--- config.mk ---
export PLATFORM = sky130hd
export DESIGN_NAME = stack_ctrl_flat
export DESIGN_NICKNAME = d
export VERILOG_FILES = /design/src/rtl/stack_ctrl_if.sv /design/src/rtl/stack_ctrl.sv /design/src/flat_wrapper.sv
export SDC_FILE = /design/constraint.sdc
export NUM_CORES = 1
export LEC_CHECK = 0
export ABC_AREA = 1
export BUFFER_PORTS_ARGS = -buffer_cell sky130_fd_sc_hd__buf_4
export CORE_ASPECT_RATIO = 0.75
export CORE_MARGIN = 2
export CORE_UTILIZATION = 43
export CTS_CLUSTER_DIAMETER = 200
export DETAILED_ROUTE_END_ITERATION = 8
export PLACE_DENSITY = 0.76
export SYNTH_ARGS = -nofsm -noshare
export SYNTH_HDL_FRONTEND = slang
export SYNTH_SLANG_ARGS = --single-unit
--- constraint.sdc ---
create_clock -name clk -period 1.6 [get_ports clk]
set_clock_uncertainty 0.15 [all_clocks]
set_input_delay 0.08 -clock clk [delete_from_list [all_inputs] [get_ports clk]]
set_output_delay 0.08 -clock clk [all_outputs]
set_load 0.005 [all_outputs]
--- src/rtl/stack_ctrl_if.sv ---
// Memory request/acknowledge port used by the stack sequencer.
// The master holds req, we, addr and wdata until ack is returned.
interface stack_ctrl_if #(
  parameter int unsigned W = 16
);
  logic         req;
  logic         we;
  logic [W-1:0] addr;
  logic [W-1:0] wdata;
  logic [W-1:0] rdata;
  logic         ack;

  modport master (
    output req,
    output we,
    output addr,
    output wdata,
    input  rdata,
    input  ack
  );

  modport slave (
    input  req,
    input  we,
    input  addr,
    input  wdata,
    output rdata,
    output ack
  );
endinterface

--- src/rtl/stack_ctrl.sv ---
// Push/pop sequencer for a full-descending stack: one memory access,
// then a single SP load/inc/dec strobe, then a done (or reject) pulse.
module stack_ctrl #(
  parameter int unsigned    W        = 16,
  parameter logic [W-1:0]   STACK_HI = 16'h1000,
  parameter logic [W-1:0]   STACK_LO = 16'h0F00
) (
  input  logic         clk,
  input  logic         rst_b,
  input  logic         init_i,
  input  logic         push_i,
  input  logic         pop_i,
  input  logic [W-1:0] din_i,
  output logic [W-1:0] dout_o,
  output logic         busy_o,
  output logic         done_o,
  output logic         err_o,
  input  logic [W-1:0] sp_val_i,
  output logic         sp_ld_o,
  output logic         sp_inc_o,
  output logic         sp_dec_o,
  output logic [W-1:0] sp_din_o,
  stack_ctrl_if.master mem
);

  typedef enum logic [1:0] {
    S_IDLE,
    S_MEM,
    S_UPD,
    S_DONE
  } state_e;

  typedef enum logic [1:0] {
    OP_INIT,
    OP_PUSH,
    OP_POP
  } op_e;

  state_e       state_q, state_d;
  op_e          op_q, op_d;
  logic [W-1:0] addr_q, addr_d;
  logic [W-1:0] wdata_q, wdata_d;
  logic         we_q, we_d;
  logic         err_q, err_d;
  logic [W-1:0] dout_q, dout_d;

  always_ff @(posedge clk or negedge rst_b) begin
    if (!rst_b) begin
      state_q <= S_IDLE;
      op_q    <= OP_INIT;
      addr_q  <= '0;
      wdata_q <= '0;
      we_q    <= 1'b0;
      err_q   <= 1'b0;
      dout_q  <= '0;
    end else begin
      state_q <= state_d;
      op_q    <= op_d;
      addr_q  <= addr_d;
      wdata_q <= wdata_d;
      we_q    <= we_d;
      err_q   <= err_d;
      dout_q  <= dout_d;
    end
  end

  always_comb begin
    state_d = state_q;
    op_d    = op_q;
    addr_d  = addr_q;
    wdata_d = wdata_q;
    we_d    = we_q;
    err_d   = err_q;
    dout_d  = dout_q;
    unique case (state_q)
      S_IDLE: begin
        err_d = 1'b0;
        // overlapping strobes resolve as init > push > pop
        priority case (1'b1)
          init_i: begin
            op_d    = OP_INIT;
            state_d = S_UPD;
          end
          push_i: begin
            if (sp_val_i == STACK_LO) begin
              err_d   = 1'b1;
              state_d = S_DONE;
            end else begin
              op_d    = OP_PUSH;
              addr_d  = sp_val_i - W'(1);
              wdata_d = din_i;
              we_d    = 1'b1;
              state_d = S_MEM;
            end
          end
          pop_i: begin
            if (sp_val_i == STACK_HI) begin
              err_d   = 1'b1;
              state_d = S_DONE;
            end else begin
              op_d    = OP_POP;
              addr_d  = sp_val_i;
              we_d    = 1'b0;
              state_d = S_MEM;
            end
          end
          default: ;
        endcase
      end
      S_MEM: begin
        if (mem.ack) begin
          if (!we_q) dout_d = mem.rdata;
          state_d = S_UPD;
        end
      end
      S_UPD:   state_d = S_DONE;
      S_DONE:  state_d = S_IDLE;
      default: state_d = S_IDLE;
    endcase
  end

  assign mem.req   = (state_q == S_MEM);
  assign mem.we    = (state_q == S_MEM) && we_q;
  assign mem.addr  = addr_q;
  assign mem.wdata = wdata_q;

  assign sp_ld_o  = (state_q == S_UPD) && (op_q == OP_INIT);
  assign sp_dec_o = (state_q == S_UPD) && (op_q == OP_PUSH);
  assign sp_inc_o = (state_q == S_UPD) && (op_q == OP_POP);
  assign sp_din_o = STACK_HI;

  assign busy_o = (state_q != S_IDLE);
  assign done_o = (state_q == S_DONE);
  assign err_o  = (state_q == S_DONE) && err_q;
  assign dout_o = dout_q;

endmodule
--- src/flat_wrapper.sv ---
// flat-port wrapper written by rule: the top's interface ports become plain ports
module stack_ctrl_flat 
#(
  parameter int unsigned    W        = 16,
  parameter logic [W-1:0]   STACK_HI = 16'h1000,
  parameter logic [W-1:0]   STACK_LO = 16'h0F00
)
  (clk, rst_b, init_i, push_i, pop_i, din_i, dout_o, busy_o, done_o, err_o, sp_val_i, sp_ld_o, sp_inc_o, sp_dec_o, sp_din_o, mem_req, mem_we, mem_addr, mem_wdata, mem_rdata, mem_ack);
  stack_ctrl_if #(.W(W)) mem_i ();
  input  logic clk;
  input  logic rst_b;
  input  logic init_i;
  input  logic push_i;
  input  logic pop_i;
  input  logic [W-1:0] din_i;
  output logic [W-1:0] dout_o;
  output logic busy_o;
  output logic done_o;
  output logic err_o;
  input  logic [W-1:0] sp_val_i;
  output logic sp_ld_o;
  output logic sp_inc_o;
  output logic sp_dec_o;
  output logic [W-1:0] sp_din_o;
  output wire logic [$bits(mem_i.req)-1:0] mem_req;
  output wire logic [$bits(mem_i.we)-1:0] mem_we;
  output wire logic [$bits(mem_i.addr)-1:0] mem_addr;
  output wire logic [$bits(mem_i.wdata)-1:0] mem_wdata;
  input wire logic [$bits(mem_i.rdata)-1:0] mem_rdata;
  input wire logic [$bits(mem_i.ack)-1:0] mem_ack;
  assign mem_req = mem_i.req;
  assign mem_we = mem_i.we;
  assign mem_addr = mem_i.addr;
  assign mem_wdata = mem_i.wdata;
  assign mem_i.rdata = mem_rdata;
  assign mem_i.ack = mem_ack;
  stack_ctrl #(.W(W), .STACK_HI(STACK_HI), .STACK_LO(STACK_LO)) u_core (.clk(clk), .rst_b(rst_b), .init_i(init_i), .push_i(push_i), .pop_i(pop_i), .din_i(din_i), .dout_o(dout_o), .busy_o(busy_o), .done_o(done_o), .err_o(err_o), .sp_val_i(sp_val_i), .sp_ld_o(sp_ld_o), .sp_inc_o(sp_inc_o), .sp_dec_o(sp_dec_o), .sp_din_o(sp_din_o), .mem(mem_i));
endmodule
======== Word-level counts from Yosys, hierarchy flattened ========
Index checks and enable logic that the tools add are counted.
cells by class
  mux-type cells .......................... 25
  shift-type cells ........................ 0
  order comparisons ....................... 0
  multiply operators ...................... 0
  eq/ne operators ......................... 13
  divide/modulo/power cells ............... 0
  add/sub/neg operators ................... 1
  bitwise logic cells ..................... 3
  reductions and logical operators ........ 15
operators with widths
  cell                   count
  $mux 16                4
  $mux 2                 11
  $eq 16x12->1 const B   1
  $eq 16x13->1 const B   1
  $sub 16x1->16 const B  1
  $mux 1                 9
  $pmux 2 s4             1
  $reduce_and 4->1       2
  $eq 2x2->1 const B     3
  $ne 3x3->1 const B     2
  $logic_and 1x1->1      5
  $reduce_and 5->1       1
  $eq 2x1->1 const B     2
  $logic_not 2->1        2
  $ne 2x2->1 const B     2
  $ne 4x4->1 const B     1
  $reduce_bool 2->1      2
  $not 1->1              3
  $reduce_and 3->1       1
  $reduce_bool 3->1      1
  $ne 2x1->1 const B     1
  $reduce_and 2->1       1
storage, ports and cells
  bits of input ports ..................... 54
  flip-flop bits (word level) ............. 54
  word-level logic and storage cells ...... 64
  memories ................................ 0
  bits in writable memories ............... 0
  bits in latches ......................... 0
  output and inout port bits .............. 72
  memory bits (read-only) ................. 0

======== Depth between registers and ports, before layout ========
  word-level depth ........................ 6
  gate-level depth with buffers ........... 11
  depth with buffers taken out ............ 11

======== Worst setup path after synthesis ========
OpenSTA, ideal clock, no wires.
  path type ............................... reg2reg
  from .................................... register u_core.state_q[1]
  to ...................................... register u_core.dout_q[10], in the netlist u_core.dout_o[10]
  library setup time ...................... 0.125 ns
  path slack .............................. -0.126 ns
  stages on the path, launching flop included .. 6
  period minus slack after synthesis ...... 1.726 ns
  required time ........................... 1.325 ns
  path buffers ............................ 1
  data arrival time ....................... 1.451 ns
  path through ............................ dfrtp_1 > inv_1 > ha_1 > nand3_1 > buf_2 > mux2_2
between the ends
  longest elaborated chain between the ends .. 2
ends and longest elaborated chain
  what                               line                source
  start: declaration                 stack_ctrl.sv:39    state_e state_q, state_d;
  start signal: assignment           stack_ctrl.sv:57    state_q <= state_d;
  $eq 2x1->1                         n/a
  net mem_req                        flat_wrapper.sv:25  output wire logic [$bits(mem_i.req)-1:0] mem_req;
  $reduce_and 3->1 (no source line)  n/a
  end signal: assignment             stack_ctrl.sv:63    dout_q <= dout_d;
  end: declaration                   stack_ctrl.sv:45    logic [W-1:0] dout_q, dout_d;
The timed path passes the listed nets, and every way through them passes these cells.
A chain may end at the register's enable or synchronous reset.

======== Final worst setup path ========
  from .................................... register u_core.state_q[0]
  to ...................................... register u_core.dout_q[12], in the netlist u_core.dout_o[12]
between the ends
  longest elaborated chain between the ends .. 2
ends and longest elaborated chain
  what                               line              source
  $eq 2x1->1                         stack_ctrl.sv:75  unique case (state_q)
  $reduce_and 3->1 (no source line)  n/a
No other way between the ends.

==> results by group <==
Clock tree
  • H-tree depth: 2
  • Clock Latency Late Sink: 0.30 ns
  • CTS Root Cell: clkbuf_8
  • Clock transition at path regs: 0.09 ns
  • Clock Path Buffers: 2
  • Total CTS buffers: 5
  • Clock sink total: 54
  • CTS tree: yes

Routing
  • Starting DRT DRC Count: 152
  • Post-route ant nets: 0
  • Via count: 2861
  • Drt total wl: 8.20 mm
  • TritonRoute pass-1 iters: 5
  • DR WL/cell: 13.5 microns
  • DRC viols: 0
  • Vias per cell: 4.71

Logic synthesis
  • Compound-Gate Fraction of Synth Area: 4.16%
  • Distinct cells, synth: 29
  • Mapped Area: 2980 sq um
  • Post-synth top area cell: dfrtp_1
  • Gate Count Post-Synth: 353
  • Largest family of logic cells by synthesized area: simple AND/OR/NAND/NOR gates
  • Adder-cell share of the synthesized area: 2.52%
  • Yosys reg bits: 54
  • Mean post-synth cell area: 8.44 sq um
  • FFs w/ async S/R, synth: 100%
  • Yosys synthesis warning count: 0
  • Synth Flop Type: dfrtp_1
  • Synth top cells by count: nand2_1 (103), dfrtp_1 (54), inv_1 (52)
  • Most frequent cell after synthesis: nand2_1
  • Mux cell area share after synthesis: 6.05%
  • Xor and xnor area share after synthesis: 2.06%
  • Simple-gate share of the synthesized area: 27.0%
  • EDFF count, synth: 0
  • Synth area leaders: dfrtp_1 (45%), nand2_1 (13%), inv_1 (6.5%)
  • Synth top area share: 45.3%
  • Sequential fraction of the synthesis area: 45.3%

Pwr
  • PwrDens: 1370 nW/um^2
  • Int Power: 4300 uW
  • Pleak: 0.00253 uW
  • Psw: 2170 uW
  • Seq pwr share: 37.0%
  • Clock Power Share: 14.4%
  • Maximum vdd ir drop: 0.782 mV
  • Combinational Power Share: 48.6%
  • Switching Share: 33.6%

Cells and area
  • Non-Filler Instances: 608
  • Fillers: 509
  • Fraction of layout instances using a drive strength above 1: 36.6%
  • # diodes: 0
  • Register area: 1350 sq um
  • Area of the multi-input gates: 1460 sq um
  • Design area: 4720 sq um
  • Utilization after layout: 69.7%
  • Syn-to-layout area delta: 58.2%
  • Fin nets: 584

Timing
  • Post-route minimum period: 1.58 ns
  • Period utilization: 99.0%
  • Final worst slack: 0.0162 ns
  • Setup TNS: 0 ns
  • RSZ-0062 raised after global routing: true
  • Final-report hold violation count: 0
  • Measured slew at the worst slew-check pin: 0.687 ns
  • Slew HR: 54.2%
  • Max-slew violations: 0
  • Fmax: 631 MHz
  • Final count of negative-setup-slack endpoints: 0

GRT
  • Vias in the first global route: 2719
  • First-pass GRT wire length: 12.2 mm
  • All-Layer GR Usage: 19.9%
  • Largest net degree at the start of global routing: 55
  • Total global routing overflow: 0
  • Initial antenna violation count: 0

Setup path
  • R2r startpoint: u_core.state_q[0]
  • Critical path's slowest cell: dfrtp_1
  • Element type at the critical path start: flop
  • Worst R2R Setup Slack: 0.02 ns
  • Worst Path Max Fanout: 8
  • R2R depth: 5
  • Crit end category: flop
  • CP delay by family, top: flip-flops
  • FF-to-FF End: u_core.dout_o[12]
  • Critical Path RT: 1.64 ns
  • Critical path, cell by cell: buf_6, ha_4, nand3_4, clkbuf_16, mux2_2
  • Setup CP Type: flop to flop
  • Bufs and invs on worst path: 2
  • Max stage delay on crit path: 0.41 ns
  • Stages on the worst setup path: 5
  • Worst Path Arrival: 1.63 ns

Job
  • Max-cap viol count: 0

Worst hold path
  • WHS Endpoint: u_core.mem.addr[14]
  • Hold depth: 5
  • Hold Crit Start: sp_val_i[14]
  • Worst Hold Class: input port to flop

Floorplanning
  • Die Height: 76.1 microns
  • Core area: 6770 sq um
  • Starting Density: 44.0%
  • FP Rows: 26
  • Die width: 100 microns
  • I/O pin count: 126
  • DIE AREA: 7620 sq um

Place
  • Inst Count DP: 544
  • PortBufs: 109
  • Pre-CTS setup slack: -0.0573 ns
  • Placer congestion estimate: 0.871
  • DPL Wire Length: 5.11 mm
  • Placed inst area: 3860 sq um

Run status
  • Status: finished, final reports clean
power by group through the flow:
stage	Clock (uW)	Sequential [uW]	Combinational, uW
detailed placement	0	2390	2550
CTS	960	2380	2790
floorplan	0	2410	1110
global route	1010	2480	3440
finish	929	2400	3150
global placement	0	2370	2460
cell type report:
cell class / instances / share of cell area [%]
flip-flops and latches: 54 / 28.7
inverters: 54 / 4.46
clock buffers: 6 / 1.75
clock inverters: 1 / 0.637
well taps: 84 / 2.23
repair buffers: 171 / 31.3
multi-input cells: 238 / 31.0
how the worst max path moves through the flow:
stage                           start  slack, ns                  end
floorplan           u_core.state_q[1]       0.02    u_core.dout_o[10]
global placement    u_core.state_q[0]       0.01  u_core.mem.addr[13]
detailed placement  u_core.state_q[0]      -0.06  u_core.mem.addr[15]
CTS                 u_core.state_q[0]      -0.01             sp_inc_o
global route        u_core.state_q[1]      -0.04  u_core.mem.addr[15]
finish              u_core.state_q[0]       0.02    u_core.dout_o[12]
routing by layer:
layer	GRT usage, %	vias to the layer above	part of all wire (%)
met2	35.4	123	48
met1	24.6	1304	44
li1	-	1407	-
met4	4.93	0	1.9
met5	0	-	0
met3	3.94	27	5.8
cells by family after synthesis:
| logic type | count (synthesis) |
|---|---|
| AND/OR/NAND/NOR | 167 |
| buffers and inverters | 77 |
| flip-flops | 54 |
| AO/OA/AOI/OAI | 24 |
| multiplexers | 16 |
| XOR/XNOR | 7 |
| adder cells (fa/ha/maj) | 6 |
| other | 2 |
through the flow:
stage,total power [uW],hold WS [ns]
4_1_cts,6120,-0.0383
3_3_place_gp,4830,0.0208
3_5_place_dp,4940,0.0261
6_report,6470,0.00548
2_1_floorplan,3510,-0.366
5_1_grt,6930,0.0464
worst min-delay path: cells and delay by family:
family	cells	cell delay (ns)
simple gates	3	0.20
buf+inv	2	0.15
layout by cell type, fill, tap and decap left out, types with 2 or more instances in the layout:
| master | count |
|---|---|
| nor2_1 | 17 |
| dlygate4sd3_1 | 45 |
| o21ai_2 | 2 |
| nand3_4 | 4 |
| nand2_1 | 98 |
| ha_1 | 2 |
| nand3_1 | 18 |
| xor2_1 | 6 |
| mux2_2 | 12 |
| inv_1 | 47 |
| buf_6 | 3 |
| inv_2 | 6 |
| nor3_2 | 2 |
| buf_12 | 2 |
| a21oi_1 | 2 |
| nand2_4 | 3 |
| nor2_2 | 5 |
| ha_4 | 4 |
| nand2_2 | 8 |
| o21ai_0 | 8 |
| dfrtp_1 | 54 |
| buf_4 | 118 |
| nand4_1 | 5 |
| clkbuf_8 | 6 |
| mux2_4 | 4 |
| o21ai_1 | 10 |
| conb_1 | 16 |
| nor2_8 | 2 |
| nor2_4 | 4 |
sequential cells by signal (all words and copies together), names as in the netlist:
signal            cells
u_core.mem.addr      16
u_core.state_q        2
u_core.dout_o        16
u_core.op_q           2
u_core.we_q           1
u_core.mem.wdata     16
u_core.err_q          1
timing repair:
item | in CTS | in global routing
hold buffers | 45 | 1
cloned | 1 | 3
endpoints found under the setup margin | 32 | 55
resized for setup | 11 | 33
setup buffers | 2 | 6
hold endpoints to repair | 99 | 1
pin swaps | 1 | 13
(Power assumes the default switching activity.)
